<file path="src/rtl/uart_rx_fifo.sv">
// uart_rx_fifo
// UART receiver for the lightcube host link. It has 16x oversampling, configurable
// data width and parity, and checks the stop bit. Good words are queued in a
// first-word-fall-through FIFO, which the consumer drains with a valid/ready
// handshake.
//
// Build option: define UART_RX_MAJORITY_EN to take each bit as the 2-of-3 majority of
// the samples at oversample ticks 7, 8 and 9. The decision is then made at tick 9. If
// the macro is not defined, each bit is a single sample taken at tick 8.

module uart_rx_fifo #(
    parameter int CLK_FREQ   = 100_000_000,
    parameter int BAUD       = 115200,
    parameter int DATA_BITS  = 8,
    parameter int PARITY     = 0,
    parameter int FIFO_DEPTH = 4
) (
    input  logic                        clk_100M,
    input  logic                        rst_n,
    input  logic                        rx,
    output logic [DATA_BITS-1:0]        rx_data,
    output logic                        rx_valid,
    input  logic                        rx_ready,
    output logic                        frame_err,
    output logic                        parity_err,
    output logic                        overrun,
    output logic [$clog2(FIFO_DEPTH):0] fifo_count
);

    // Oversample divisor, rounded to the nearest integer (100 MHz / 115200 -> 54).
    localparam int DIV   = (CLK_FREQ + 8 * BAUD) / (16 * BAUD);
    localparam int DIV_W = (DIV > 1) ? $clog2(DIV) : 1;
    localparam int PTR_W = $clog2(FIFO_DEPTH);
    localparam int CNT_W = PTR_W + 1;
    localparam int BIT_W = 3;

    typedef enum logic [2:0] {
        S_IDLE,
        S_START,
        S_DATA,
        S_PARITY,
        S_STOP,
        S_BREAK
    } state_t;

    // ------------------------------------------------------------------
    // Line synchronizer and start-edge detect
    // ------------------------------------------------------------------
    logic       rx_meta;
    logic       rx_sync;
    logic       rx_prev;
    logic [1:0] sync_fill;
    logic       line_armed;
    logic       fall_edge;

    // Two-flop synchronizer. The edge detector is armed only after a real high has been seen.
    // NOTE: sequential state uses non-blocking assignments so every flop samples pre-edge values.
    always_ff @(posedge clk_100M or negedge rst_n) begin
        if (!rst_n) begin
            rx_meta    <= 1'b1;
            rx_sync    <= 1'b1;
            rx_prev    <= 1'b1;
            sync_fill  <= '0;
            line_armed <= 1'b0;
        end else begin
            rx_meta   <= rx;
            rx_sync   <= rx_meta;
            rx_prev   <= rx_sync;
            sync_fill <= {sync_fill[0], 1'b1};
            // rx_sync holds a genuine line sample once sync_fill[1] is set. The reset value
            // of 1 therefore cannot fake an idle line: a line held low through reset needs a
            // fresh falling edge before it can start a frame.
            if (sync_fill[1] && rx_sync) begin
                line_armed <= 1'b1;
            end
        end
    end

    assign fall_edge = line_armed && rx_prev && !rx_sync;

    // ------------------------------------------------------------------
    // Oversample tick generation
    // ------------------------------------------------------------------
    logic [DIV_W-1:0] div_cnt;
    logic [3:0]       tick_cnt;
    logic [3:0]       tick_next;
    logic             tick;
    logic             cnt_clear;

    assign tick      = (div_cnt == DIV_W'(DIV - 1));
    assign tick_next = tick_cnt + 4'd1;

    // Divisor and per-bit tick counters. Both restart on the start edge so that
    // tick 8 lands mid-bit.
    always_ff @(posedge clk_100M or negedge rst_n) begin
        if (!rst_n) begin
            div_cnt  <= '0;
            tick_cnt <= '0;
        end else if (cnt_clear) begin
            div_cnt  <= '0;
            tick_cnt <= '0;
        end else if (tick) begin
            div_cnt  <= '0;
            tick_cnt <= tick_next;
        end else begin
            div_cnt  <= div_cnt + DIV_W'(1);
        end
    end

    // ------------------------------------------------------------------
    // Bit decision
    // ------------------------------------------------------------------
    logic sample_stb;
    logic sample_val;

`ifdef UART_RX_MAJORITY_EN
    logic vote_7;
    logic vote_8;

    // Keep the tick-7 and tick-8 samples. The tick-9 sample arrives live.
    always_ff @(posedge clk_100M or negedge rst_n) begin
        if (!rst_n) begin
            vote_7 <= 1'b1;
            vote_8 <= 1'b1;
        end else if (tick) begin
            if (tick_next == 4'd7) begin
                vote_7 <= rx_sync;
            end
            if (tick_next == 4'd8) begin
                vote_8 <= rx_sync;
            end
        end
    end

    assign sample_stb = tick && (tick_next == 4'd9);
    assign sample_val = (vote_7 & vote_8) | (vote_7 & rx_sync) | (vote_8 & rx_sync);
`else
    assign sample_stb = tick && (tick_next == 4'd8);
    assign sample_val = rx_sync;
`endif

    // ------------------------------------------------------------------
    // Frame state machine
    // ------------------------------------------------------------------
    state_t             state;
    state_t             state_nxt;
    logic [BIT_W-1:0]   bit_cnt;
    logic               last_bit;
    logic               shift_en;
    logic               par_load;
    logic               stop_eval;

    assign last_bit = (bit_cnt == BIT_W'(DATA_BITS - 1));

    // State register.
    always_ff @(posedge clk_100M or negedge rst_n) begin
        if (!rst_n) begin
            state <= S_IDLE;
        end else begin
            state <= state_nxt;
        end
    end

    // Next-state logic. Every decision happens on the mid-bit sample strobe.
    // NOTE: each combinational output gets a default first so no path leaves it unassigned (no latch).
    always_comb begin
        state_nxt = state;
        case (state)
            S_IDLE: begin
                if (fall_edge) begin
                    state_nxt = S_START;
                end
            end
            S_START: begin
                // A high mid-start sample was a glitch. Drop it without raising a flag.
                if (sample_stb) begin
                    state_nxt = sample_val ? S_IDLE : S_DATA;
                end
            end
            S_DATA: begin
                if (sample_stb && last_bit) begin
                    state_nxt = (PARITY != 0) ? S_PARITY : S_STOP;
                end
            end
            S_PARITY: begin
                if (sample_stb) begin
                    state_nxt = S_STOP;
                end
            end
            S_STOP: begin
                // Leave at mid-stop so a start bit that follows straight away is still caught.
                if (sample_stb) begin
                    state_nxt = sample_val ? S_IDLE : S_BREAK;
                end
            end
            S_BREAK: begin
                // A held-low line reports one frame error, then waits here for idle.
                if (rx_sync) begin
                    state_nxt = S_IDLE;
                end
            end
            default: state_nxt = S_IDLE;
        endcase
    end

    // Per-state datapath strobes.
    always_comb begin
        cnt_clear = 1'b0;
        shift_en  = 1'b0;
        par_load  = 1'b0;
        stop_eval = 1'b0;
        case (state)
            S_IDLE:   cnt_clear = fall_edge;
            S_DATA:   shift_en  = sample_stb;
            S_PARITY: par_load  = sample_stb;
            S_STOP:   stop_eval = sample_stb;
            default:  ;
        endcase
    end

    // ------------------------------------------------------------------
    // Shift register, bit counter and parity check
    // ------------------------------------------------------------------
    logic [DATA_BITS-1:0] shift_reg;
    logic                 par_bad;
    logic                 par_xor;

    assign par_xor = (^shift_reg) ^ sample_val;

    // Data bits arrive LSB first. Each one enters at the MSB, so the first bit ends up at bit 0.
    always_ff @(posedge clk_100M or negedge rst_n) begin
        if (!rst_n) begin
            shift_reg <= '0;
            bit_cnt   <= '0;
            par_bad   <= 1'b0;
        end else begin
            if (cnt_clear) begin
                bit_cnt <= '0;
                par_bad <= 1'b0;
            end else if (shift_en) begin
                shift_reg <= {sample_val, shift_reg[DATA_BITS-1:1]};
                bit_cnt   <= bit_cnt + BIT_W'(1);
            end
            // Even parity expects an overall XOR of 0. Odd parity expects 1.
            if (par_load) begin
                par_bad <= (PARITY == 2) ? !par_xor : par_xor;
            end
        end
    end

    // ------------------------------------------------------------------
    // Stop-bit verdict: status pulses and the FIFO push request
    // ------------------------------------------------------------------
    logic                 push_req;
    logic [DATA_BITS-1:0] push_word;

    // Register the verdict one cycle after the mid-stop strobe. Every output here lasts exactly one cycle.
    always_ff @(posedge clk_100M or negedge rst_n) begin
        if (!rst_n) begin
            frame_err  <= 1'b0;
            parity_err <= 1'b0;
            push_req   <= 1'b0;
            push_word  <= '0;
        end else begin
            frame_err  <= stop_eval && !sample_val;
            parity_err <= stop_eval && sample_val && par_bad;
            push_req   <= stop_eval && sample_val && !par_bad;
            if (stop_eval) begin
                push_word <= shift_reg;
            end
        end
    end

    // ------------------------------------------------------------------
    // First-word-fall-through receive FIFO
    // ------------------------------------------------------------------
    logic [DATA_BITS-1:0] mem [FIFO_DEPTH];
    logic [PTR_W-1:0]     wr_ptr;
    logic [PTR_W-1:0]     rd_ptr;
    logic                 fifo_full;
    logic                 pop;
    logic                 push;

    assign rx_valid  = (fifo_count != '0);
    assign fifo_full = (fifo_count == CNT_W'(FIFO_DEPTH));
    assign pop       = rx_valid && rx_ready;
    // A full FIFO still takes the word if a pop frees the head slot in the same cycle.
    assign push      = push_req && (!fifo_full || pop);
    assign overrun   = push_req && fifo_full && !pop;
    assign rx_data   = rx_valid ? mem[rd_ptr] : '0;

    // Storage array write port.
    // NOTE: the storage array has no reset. rx_data is forced to zero while empty, so stale
    //       entries are never visible.
    always_ff @(posedge clk_100M) begin
        if (push) begin
            mem[wr_ptr] <= push_word;
        end
    end

    // Pointers wrap naturally because the depth is a power of two. The count tracks occupancy.
    always_ff @(posedge clk_100M or negedge rst_n) begin
        if (!rst_n) begin
            wr_ptr     <= '0;
            rd_ptr     <= '0;
            fifo_count <= '0;
        end else begin
            if (push) begin
                wr_ptr <= wr_ptr + PTR_W'(1);
            end
            if (pop) begin
                rd_ptr <= rd_ptr + PTR_W'(1);
            end
            case ({push, pop})
                2'b10:   fifo_count <= fifo_count + CNT_W'(1);
                2'b01:   fifo_count <= fifo_count - CNT_W'(1);
                default: ;
            endcase
        end
    end

endmodule

</file>
<file path="config.mk">
export PLATFORM = sky130hd
export DESIGN_NAME = uart_rx_fifo
export DESIGN_NICKNAME = d
export VERILOG_FILES = /design/src/rtl/uart_rx_fifo.sv
export SDC_FILE = /design/constraint.sdc
export NUM_CORES = 1
export LEC_CHECK = 0
export BUFFER_PORTS_ARGS = -buffer_cell sky130_fd_sc_hd__buf_2
export CORE_MARGIN = 2
export CORE_UTILIZATION = 57
export CTS_BUF_LIST = sky130_fd_sc_hd__clkbuf_4 sky130_fd_sc_hd__clkbuf_8
export DETAILED_ROUTE_END_ITERATION = 10
export PLACE_DENSITY_LB_ADDON = 0.08
export SLEW_MARGIN = 20
export SYNTH_ARGS = -nofsm -noshare
export SYNTH_HDL_FRONTEND = slang
export SYNTH_SLANG_ARGS = --single-unit
</file>
<file path="constraint.sdc">
create_clock -name clk_100M -period 2 [get_ports clk_100M]
set_input_delay 0.1 -clock clk_100M [delete_from_list [all_inputs] [get_ports clk_100M]]
set_output_delay 0.1 -clock clk_100M [all_outputs]
set_load 0.01 [all_outputs]
</file>
==> results.ini, run 1 <==
[run_status]
status = finished, final reports clean

[place]
numPortBuffers = 18
gp_congestion = 0.720
place_hpwl_microns = 3900

[worst_setup_path]
worstReg2RegStart = tick_cnt[1]
path_class = register to register
timing.rr.end = push_word[7]
startpoint = tick_cnt[1]
worstPathRequired_ns = 2.23
crit_end = push_word[7]
startpoint_type = register
r2r_slack_ns = 0.02
cp-end-kind = register
ff2ff_path_depth = 8
crit_arrival_ns = 2.21
cp_max_fo = 8

[logic_synthesis]
yosysTopAreaCell = dfrtp_1
ys_top_cells_by_count = dfrtp_1 (46), edfxtp_1 (32), nor2_1 (17)
synth_nets = 265
syn_inst = 249
synth_most_common_cell = dfrtp_1
async_reset_ff_share_pct = 60.5
synth-seq-cells = 81
synth_enable_flop_cells = 32
yosysSeqAreaShare_pct = 61.1
yosys.area.top_type_share_pct = 32.1
synth.top_cells.by_area = dfrtp_1 (32%), edfxtp_1 (27%), mux4_2 (5.0%)
synth_area_sq_mm = 0.00358
ys.flop_type = dfrtp_1
ys_types = 49
syn_area_per_cell_sq_um = 14.4
yosysWarnings = 0

[layout]
nets = 311
seq_area_sq_mm = 0.00219
nFillCells = 421
antenna-diode-count = 0
largest_reg_flops = 32
drive_gt1_share_pct = 34.3
multi_input_comb_area_sq_mm = 0.00141
areaGrowthSynthToFinish_pct = 17.7
final_core_util_pct = 70.4

[route]
routed_wirelength_microns = 5860
wire_per_inst_microns = 15.6
first_iter_violations = 98
dr_total_vias = 2007
antenna_left = 0
vias_per_cell = 5.35
drc_errors = 0
first_pass_iters = 4

[die]
start_util_pct = 59.8
rows = 28
dieHeight_microns = 83.3
die_x_microns = 83.3
core_sq_mm = 0.00599
dieArea_sq_mm = 0.00694
io_pins = 19

[clocking]
insertion_delay_ns = 0.34
clock_tree.buffer_depth = 2
cts_root_buffer = clkbuf_8
cts_tree = done
clk_pin_slew_ns = 0.09
cts_inserted_buffers = 9
htree_levels = 3
cts.sinks = 81

[pwr]
p_per_area_mw_per_mm2 = 931
peakVddDrop_uv = 850
power.leakage_uw = 0.00188

[global_route]
grt_overflow = 0
grt_start_max_net_pins = 43
track_usage_pct = 18.4
antenna_found_initial = 0
grt_pass1_vias = 2062
grt_pass1_wl_microns = 9890

[sta]
max_slew_margin_pct = 65.1
setup_viol = 0
rsz0062_at_grt = yes
finalCritPeriodShare_pct = 99.0
maxSlewViolCount = 0
max_freq_ghz = 0.505
final_hold_viol_count = 0
tns_ns = 0
worstMarginPinSlew_ns = 0.523
clock_skew_ns = 0.00847
min_period_ns = 1.98

[hold_path]
min_path_type = primary input to asynchronous set/reset pin

[flow_run]
drv_cap = 0

## final cells by class
cell class | count | share of cell area (%)
multi-input combinational | 153 | 33.5
sequential | 81 | 52.0
inverter | 9 | 0.801
timing repair buffer | 41 | 6.73
tap | 75 | 2.22
clock inverter | 7 | 1.81
clock buffer | 9 | 2.94
## report_power, final
| group | internal, uW | total [uW] | switching (uW) |
|---|---|---|---|
| clock network | 590 | 1200 | 607 |
| logic | 379 | 717 | 338 |
| registers | 1850 | 2010 | 166 |
| total | 2820 | 3930 | 1110 |
## placed cells by master, fill, tap and decap left out, types with 12 or more instances in the layout
cell	n
nand2_1	12
nor2_1	17
xnor2_1	14
and2_1	13
mux2_4	13
edfxtp_1	32
dfrtp_1	44
buf_2	18
buf_4	19
## per-layer routing
metal / part of all wire [%] / track usage (%) / vias to the layer above
met1: 44 / 23.7 / 1006
li1: - / - / 966
met2: 52 / 30.0 / 28
met3: 2.5 / 3.28 / 7
met4: 1.9 / 9.54 / 0
met5: 0 / 0 / -
## kinds of logic (layout without fill, tap and decap cells)
family          Yosys count  after routing  share of synthesized area [%]
mux                      29             29                           12.2
buf+inv                  15             66                           1.92
simple gates             71             71                           11.8
compound gates           19             19                           3.32
fa+ha+maj                12             12                           4.40
xor+xnor                 21             21                           5.13
flops                    81             81                           61.1
other cells               1              1                          0.105
## worst max-delay path, stage by stage, from the launching register on
cell and delay (ns):
dfrtp_2 0.47, ha_4 0.18, or2b_1 0.24, nor4_4 0.15, a21oi_2 0.07, buf_4 0.16, nor2_4 0.12, buf_12 0.13
mux2_2 0.32
## per-stage QoR
stage	hold WS [ns]	cells	total power [uW]	worst slack, ns	cell area, sq um
after floorplan	-0.196	249	2490	0.0108	3610
after global placement	-0.0517	349	2670	0.0228	3840
after detailed placement	-0.0469	349	2690	-0.0196	3840
after CTS	0.0931	367	3900	0.0110	4070
after global routing	0.131	375	4150	-0.0245	4220
final	0.121	375	3930	0.0206	4220
## worst min-delay path by stage
stage	startpoint	end
global placement	rst_n	fifo_count[1]
floorplan	rst_n	bit_cnt[0]
detailed placement	rst_n	fifo_count[0]
finish	rst_n	rd_ptr[1]
CTS	rx_ready	rd_ptr[0]
global route	rst_n	wr_ptr[1]
## timing repair
item | CTS | global route
endpoints found under the hold margin | 8 | 0
pin swaps | 0 | 4
gates resized for setup | 3 | 16
setup endpoints to repair | 13 | 19
cloned | 0 | 0
hold buffers | 2 | 0
buffers inserted | 0 | 8
(Power assumes the default switching activity.)
==> run 2: changes to the inputs <==
--- a/config.mk
+++ b/config.mk
@@ -7,7 +7,7 @@
 export LEC_CHECK = 0
 export BUFFER_PORTS_ARGS = -buffer_cell sky130_fd_sc_hd__buf_2
 export CORE_MARGIN = 2
-export CORE_UTILIZATION = 57
+export CORE_UTILIZATION = 40
 export CTS_BUF_LIST = sky130_fd_sc_hd__clkbuf_4 sky130_fd_sc_hd__clkbuf_8
 export DETAILED_ROUTE_END_ITERATION = 10
 export PLACE_DENSITY_LB_ADDON = 0.08
==> run 2 against run 1 <==
  * Maximum frequency down 0.67%
  * Global-route usage down 5.8 points
  * Clock skew up 0.00067 ns
  * Final area down 0.27%
  * Critical endpoint is now fifo_count[2]
  * Register-to-register slack about the same
  * Sequential power about the same
  * Flip-flop and latch count unchanged
  * First-iteration DRC count down 59%
==> results.ini, run 2 (synthesis results as in run 1) <==
[run_status]
status = finished, final reports clean

[place]
numPortBuffers = 18
dp.cells = 385
place_hpwl_microns = 3900
gp_congestion = 0.731

[worst_setup_path]
cp_max_fo = 3
path_cells = buf_4 -> or3_4 -> and2_4 -> ha_4 -> inv_2 -> fa_2 -> xor2_1 -> nor2_1 -> xor2_1
path_class = register to register
critPathMostFrequentCell = xor2_1
crit_path_max_incr_delay_ns = 0.41
cp_top_family = simple AND/OR/NAND/NOR gates
crit_arrival_ns = 2.22
cp-end-kind = register
worstPathRequired_ns = 2.23
startpoint_type = register
cpMaxStageDelayCell = dfrtp_1
critical_path_buf_inv_count = 2
r2r_slack_ns = 0.007

[route]
drc_errors = 0
routed_wirelength_microns = 5620
vias_per_cell = 4.87
first_pass_iters = 4
dr_total_vias = 1977
first_iter_violations = 40
antenna_left = 0
wire_per_inst_microns = 13.8

[layout]
stdcell_count = 406
areaGrowthSynthToFinish_pct = 17.3
final_core_util_pct = 48.2
largest_reg_flops = 32
nFillCells = 788
layout_common_cells = dfrtp_1 (45), edfxtp_1 (32), buf_2 (18), nor2_1 (17), buf_4 (17)
antenna-diode-count = 0
final_common_cell = dfrtp_1
multi_input_comb_area_sq_mm = 0.00140
drive_gt1_share_pct = 33.2
seq_area_sq_mm = 0.00219
nets = 309

[sta]
max_slew_margin_pct = 58.9
whs_ns = 0.136
finalCritPeriodShare_pct = 99.6
setup_viol = 0
clock_skew_ns = 0.00914
worstMarginPinSlew_ns = 0.617
max_freq_ghz = 0.502
rsz0062_at_grt = yes
min_period_ns = 1.99
maxSlewViolCount = 0
final_hold_viol_count = 0

[global_route]
grt_pass1_wl_microns = 9630
antenna_found_initial = 0
track_usage_pct = 12.6
grt_pass1_vias = 1976
grt_overflow = 0
grt_start_max_net_pins = 50

[clocking]
cts_inserted_buffers = 9
cts_tree = done
clk_pin_slew_ns = 0.08
htree_levels = 3
cts_root_buffer = clkbuf_8
cts.sinks = 81
insertion_delay_ns = 0.35
clock_tree.buffer_depth = 2

[die]
dieArea_sq_mm = 0.00973
dieHeight_microns = 98.7
die_x_microns = 98.7
io_pins = 19
start_util_pct = 41.1
rows = 34
core_sq_mm = 0.00872

[pwr]
power.leakage_uw = 0.00186
p_clk_share_pct = 27.8
seq_power_share_pct = 52.9
p_comb_share_pct = 19.3
power.switching_uw = 1090
peakVddDrop_uv = 441
p_per_area_mw_per_mm2 = 901
internal_power_uw = 2700
p_sw_share_pct = 28.8

[flow_run]
drv_cap = 0

[hold_path]
min_path_type = primary input to register

## run 2: cell count changes in the layout (fill, tap and decap cells not counted), sizes merged
| cell | previous run | this run |
|---|---|---|
| bufinv | 1 | 0 |
| clkbuf | 9 | 10 |
| clkinv | 1 | 3 |
| buf | 39 | 37 |
| inv | 13 | 11 |
## run 2: metrics by stage
| stage | setup TNS (ns) | worst slack, ns | instance area [sq um] | total power [uW] |
|---|---|---|---|---|
| 2_1_floorplan | 0 | 0.0108 | 3610 | 2490 |
| 3_3_place_gp | 0 | 0.0129 | 3910 | 2700 |
| 3_5_place_dp | -0.0245 | -0.0245 | 3910 | 2710 |
| 4_1_cts | 0 | 0.00392 | 4110 | 3800 |
| 5_1_grt | -0.861 | -0.0991 | 4210 | 4020 |
| 6_report | 0 | 0.00733 | 4210 | 3790 |
## run 2: worst min-delay path: stages
cell    delay (ns)
buf_2         0.11
and2_4        0.17
xor2_1        0.06
## run 2: routing by layer
layer	share of wire [%]	wire length [microns]	vias to the layer above	global-route usage (%)
li1	-	-	964	-
met1	46	2560	986	15.3
met2	50	2810	25	21.2
met3	3.7	206	2	4.47
met4	0.59	33	0	3.79
met5	0	0	-	0
## run 2: worst paths after layout
path,cells past startpoint,from,to
worst max-delay path,9,fifo_count[1],fifo_count[2]
worst min-delay path,3,rx_ready,rd_ptr[0]
worst max register to register,9,fifo_count[1],fifo_count[2]
worst min register to register,0,sync_fill[0],sync_fill[1]
max in group asynchronous,3,rst_n,fifo_count[0]
min in group asynchronous,3,rst_n,div_cnt[4]
## run 2: area by class of cell
class	count	area share, %
repair buffers	39	6.40
multi-input cells	153	33.4
well taps	108	3.21
flip-flops and latches	81	52.1
clock inverters	6	0.982
inverters	9	0.803
clock buffers	10	3.12
## run 2: power groups by stage
stage	Sequential [uW]	Combinational, uW	Clock (uW)
after floorplan	2000	486	0
after global placement	2040	668	0
after detailed placement	2040	675	0
after CTS	2010	689	1100
after global routing	2030	820	1170
final	2010	731	1050
## run 2: timing repair
item                       in CTS  in global routing
hold buffers                    2                  0
setup endpoints to repair       1                 17
resized for setup               1                 19
buffers inserted                0                  3
pin swaps                       0                  6
hold endpoints to repair       47                  0
==> run 3: changes to the inputs <==
--- a/config.mk
+++ b/config.mk
@@ -10,7 +10,9 @@
 export CORE_UTILIZATION = 40
 export CTS_BUF_LIST = sky130_fd_sc_hd__clkbuf_4 sky130_fd_sc_hd__clkbuf_8
 export DETAILED_ROUTE_END_ITERATION = 10
+export GPL_ROUTABILITY_DRIVEN = 1
 export PLACE_DENSITY_LB_ADDON = 0.08
+export RECOVER_POWER = 100
 export SLEW_MARGIN = 20
 export SYNTH_ARGS = -nofsm -noshare
 export SYNTH_HDL_FRONTEND = slang
==> run 3 against run 2 <==
  * First-iteration DRC count did not move
  * Power fell by 0.10%
  * Global-route usage did not move
  * Via count fell by 0.10%
  * Clock skew barely moved
  * Critical path depth did not move
  * Cell count did not move
  * Critical endpoint unchanged
  * Largest cell class unchanged
==> results.ini, run 3 (synthesis results as in run 1) <==
[pwr]
p_per_area_mw_per_mm2 = 902
p_clk_share_pct = 27.8
p_comb_share_pct = 19.2
seq_power_share_pct = 53.0
p_sw_share_pct = 28.8
power.switching_uw = 1090
peakVddDrop_uv = 441
internal_power_uw = 2700
power_uw = 3790
power.leakage_uw = 0.00185

[die]
rows = 34
core_sq_mm = 0.00872
dieArea_sq_mm = 0.00973
die_x_microns = 98.7
dieHeight_microns = 98.7
start_util_pct = 41.1
io_pins = 19

[layout]
stdcell_count = 406
final_common_cell = dfrtp_1
layout_common_cells = dfrtp_1 (45), edfxtp_1 (32), nor2_1 (17), mux2_4 (16), buf_4 (16)
drive_gt1_share_pct = 31.9
nets = 309
nFillCells = 788
antenna-diode-count = 0
areaGrowthSynthToFinish_pct = 17.2
largest_reg_flops = 32
final_core_util_pct = 48.2

[sta]
rsz0062_at_grt = yes
finalCritPeriodShare_pct = 99.6
whs_ns = 0.136
max_freq_ghz = 0.502
clock_skew_ns = 0.00917
worstMarginPinSlew_ns = 1.20
max_slew_margin_pct = 20.2
final_hold_viol_count = 0
maxSlewViolCount = 0
tns_ns = 0
setup_viol = 0
min_period_ns = 1.99

[clocking]
cts_tree = done
clock_tree.buffer_depth = 2
cts_root_buffer = clkbuf_8
htree_levels = 3
cts.sinks = 81
cts_inserted_buffers = 9
clk_pin_slew_ns = 0.08
insertion_delay_ns = 0.35

[route]
dr_total_vias = 1975
first_pass_iters = 4
first_iter_violations = 40
vias_per_cell = 4.86
drc_errors = 0
wire_per_inst_microns = 13.8
antenna_left = 0
routed_wirelength_microns = 5610

[place]
dp.cells = 385
place_hpwl_microns = 3900
numPortBuffers = 18
gp_congestion = 0.731

[worst_setup_path]
worstPathRequired_ns = 2.23
crit_path_max_incr_delay_ns = 0.41
crit_arrival_ns = 2.22
critPathMostFrequentCell = xor2_1
path_cells = buf_4 -> or3_4 -> and2_4 -> ha_4 -> inv_2 -> fa_2 -> xor2_1 -> nor2_1 -> xor2_1
path_class = register to register
startpoint_type = register
cp_max_fo = 3
cp-end-kind = register
cpMaxStageDelayCell = dfrtp_1
critical_path_buf_inv_count = 2
cp_top_family = simple AND/OR/NAND/NOR gates

[global_route]
antenna_found_initial = 0
track_usage_pct = 12.6
grt_pass1_vias = 1976
grt_start_max_net_pins = 50
grt_pass1_wl_microns = 9630
grt_overflow = 0

[run_status]
status = finished, final reports clean

[flow_run]
drv_cap = 0

[hold_path]
min_path_type = primary input to register

run 3: area by class of cell:
type / count / area (sq um) / area share [%]
Clock buffer: 10 / 131 / 3.13
Clock inverter: 6 / 41.3 / 0.983
Inverter: 9 / 33.8 / 0.804
Multi-Input combinational cell: 153 / 1400 / 33.4
Sequential cell: 81 / 2190 / 52.2
Tap cell: 108 / 135 / 3.22
Timing Repair Buffer: 39 / 263 / 6.26
run 3: repair_timing:
action,CTS,global route
hold buffers,2,0
buffers inserted,0,3
setup endpoints to repair,1,17
endpoints found under the hold margin,47,0
resized for setup,1,19
pin swaps,0,6
run 3: path summary, 6_finish.rpt:
path	startpoint	depth (start not counted)	to	slack, ns
hold / removal	rx_ready	3	rd_ptr[0]	0.14
hold reg to reg	sync_fill[0]	0	sync_fill[1]	0.35
setup / recovery	fifo_count[1]	9	fifo_count[2]	0.007
setup reg to reg	fifo_count[1]	9	fifo_count[2]	0.007
min in group asynchronous	rst_n	3	div_cnt[4]	0.61
max in group asynchronous	rst_n	3	fifo_count[0]	0.58
run 3: power groups by stage:
stage	Combinational, uW	Clock [uW]	Sequential (uW)
2_1_floorplan	486	0	2000
3_3_place_gp	668	0	2040
3_5_place_dp	675	0	2040
4_1_cts	689	1100	2010
5_1_grt	817	1170	2030
6_report	728	1050	2010
run 3: metrics by stage:
step	area (sq um)	setup WS, ns
floorplan	3610	0.0108
global placement	3910	0.0129
detailed placement	3910	-0.0245
CTS	4110	0.00392
global route	4200	-0.0991
finish	4200	0.00716
run 3: layer usage:
metal  track usage [%]  share of wire, %
met1              15.3                46
met4              3.79              0.59
met3              4.47               3.7
met5                 0                 0
met2              21.2                50
run 3: worst register-to-register path: cells and delay by family (launching register included):
kind	cells	cell delay, ns
XOR/XNOR	2	0.29
flip-flops	1	0.41
AND/OR/NAND/NOR	3	0.63
adder cells (fa/ha/maj)	2	0.35
buffers and inverters	2	0.21
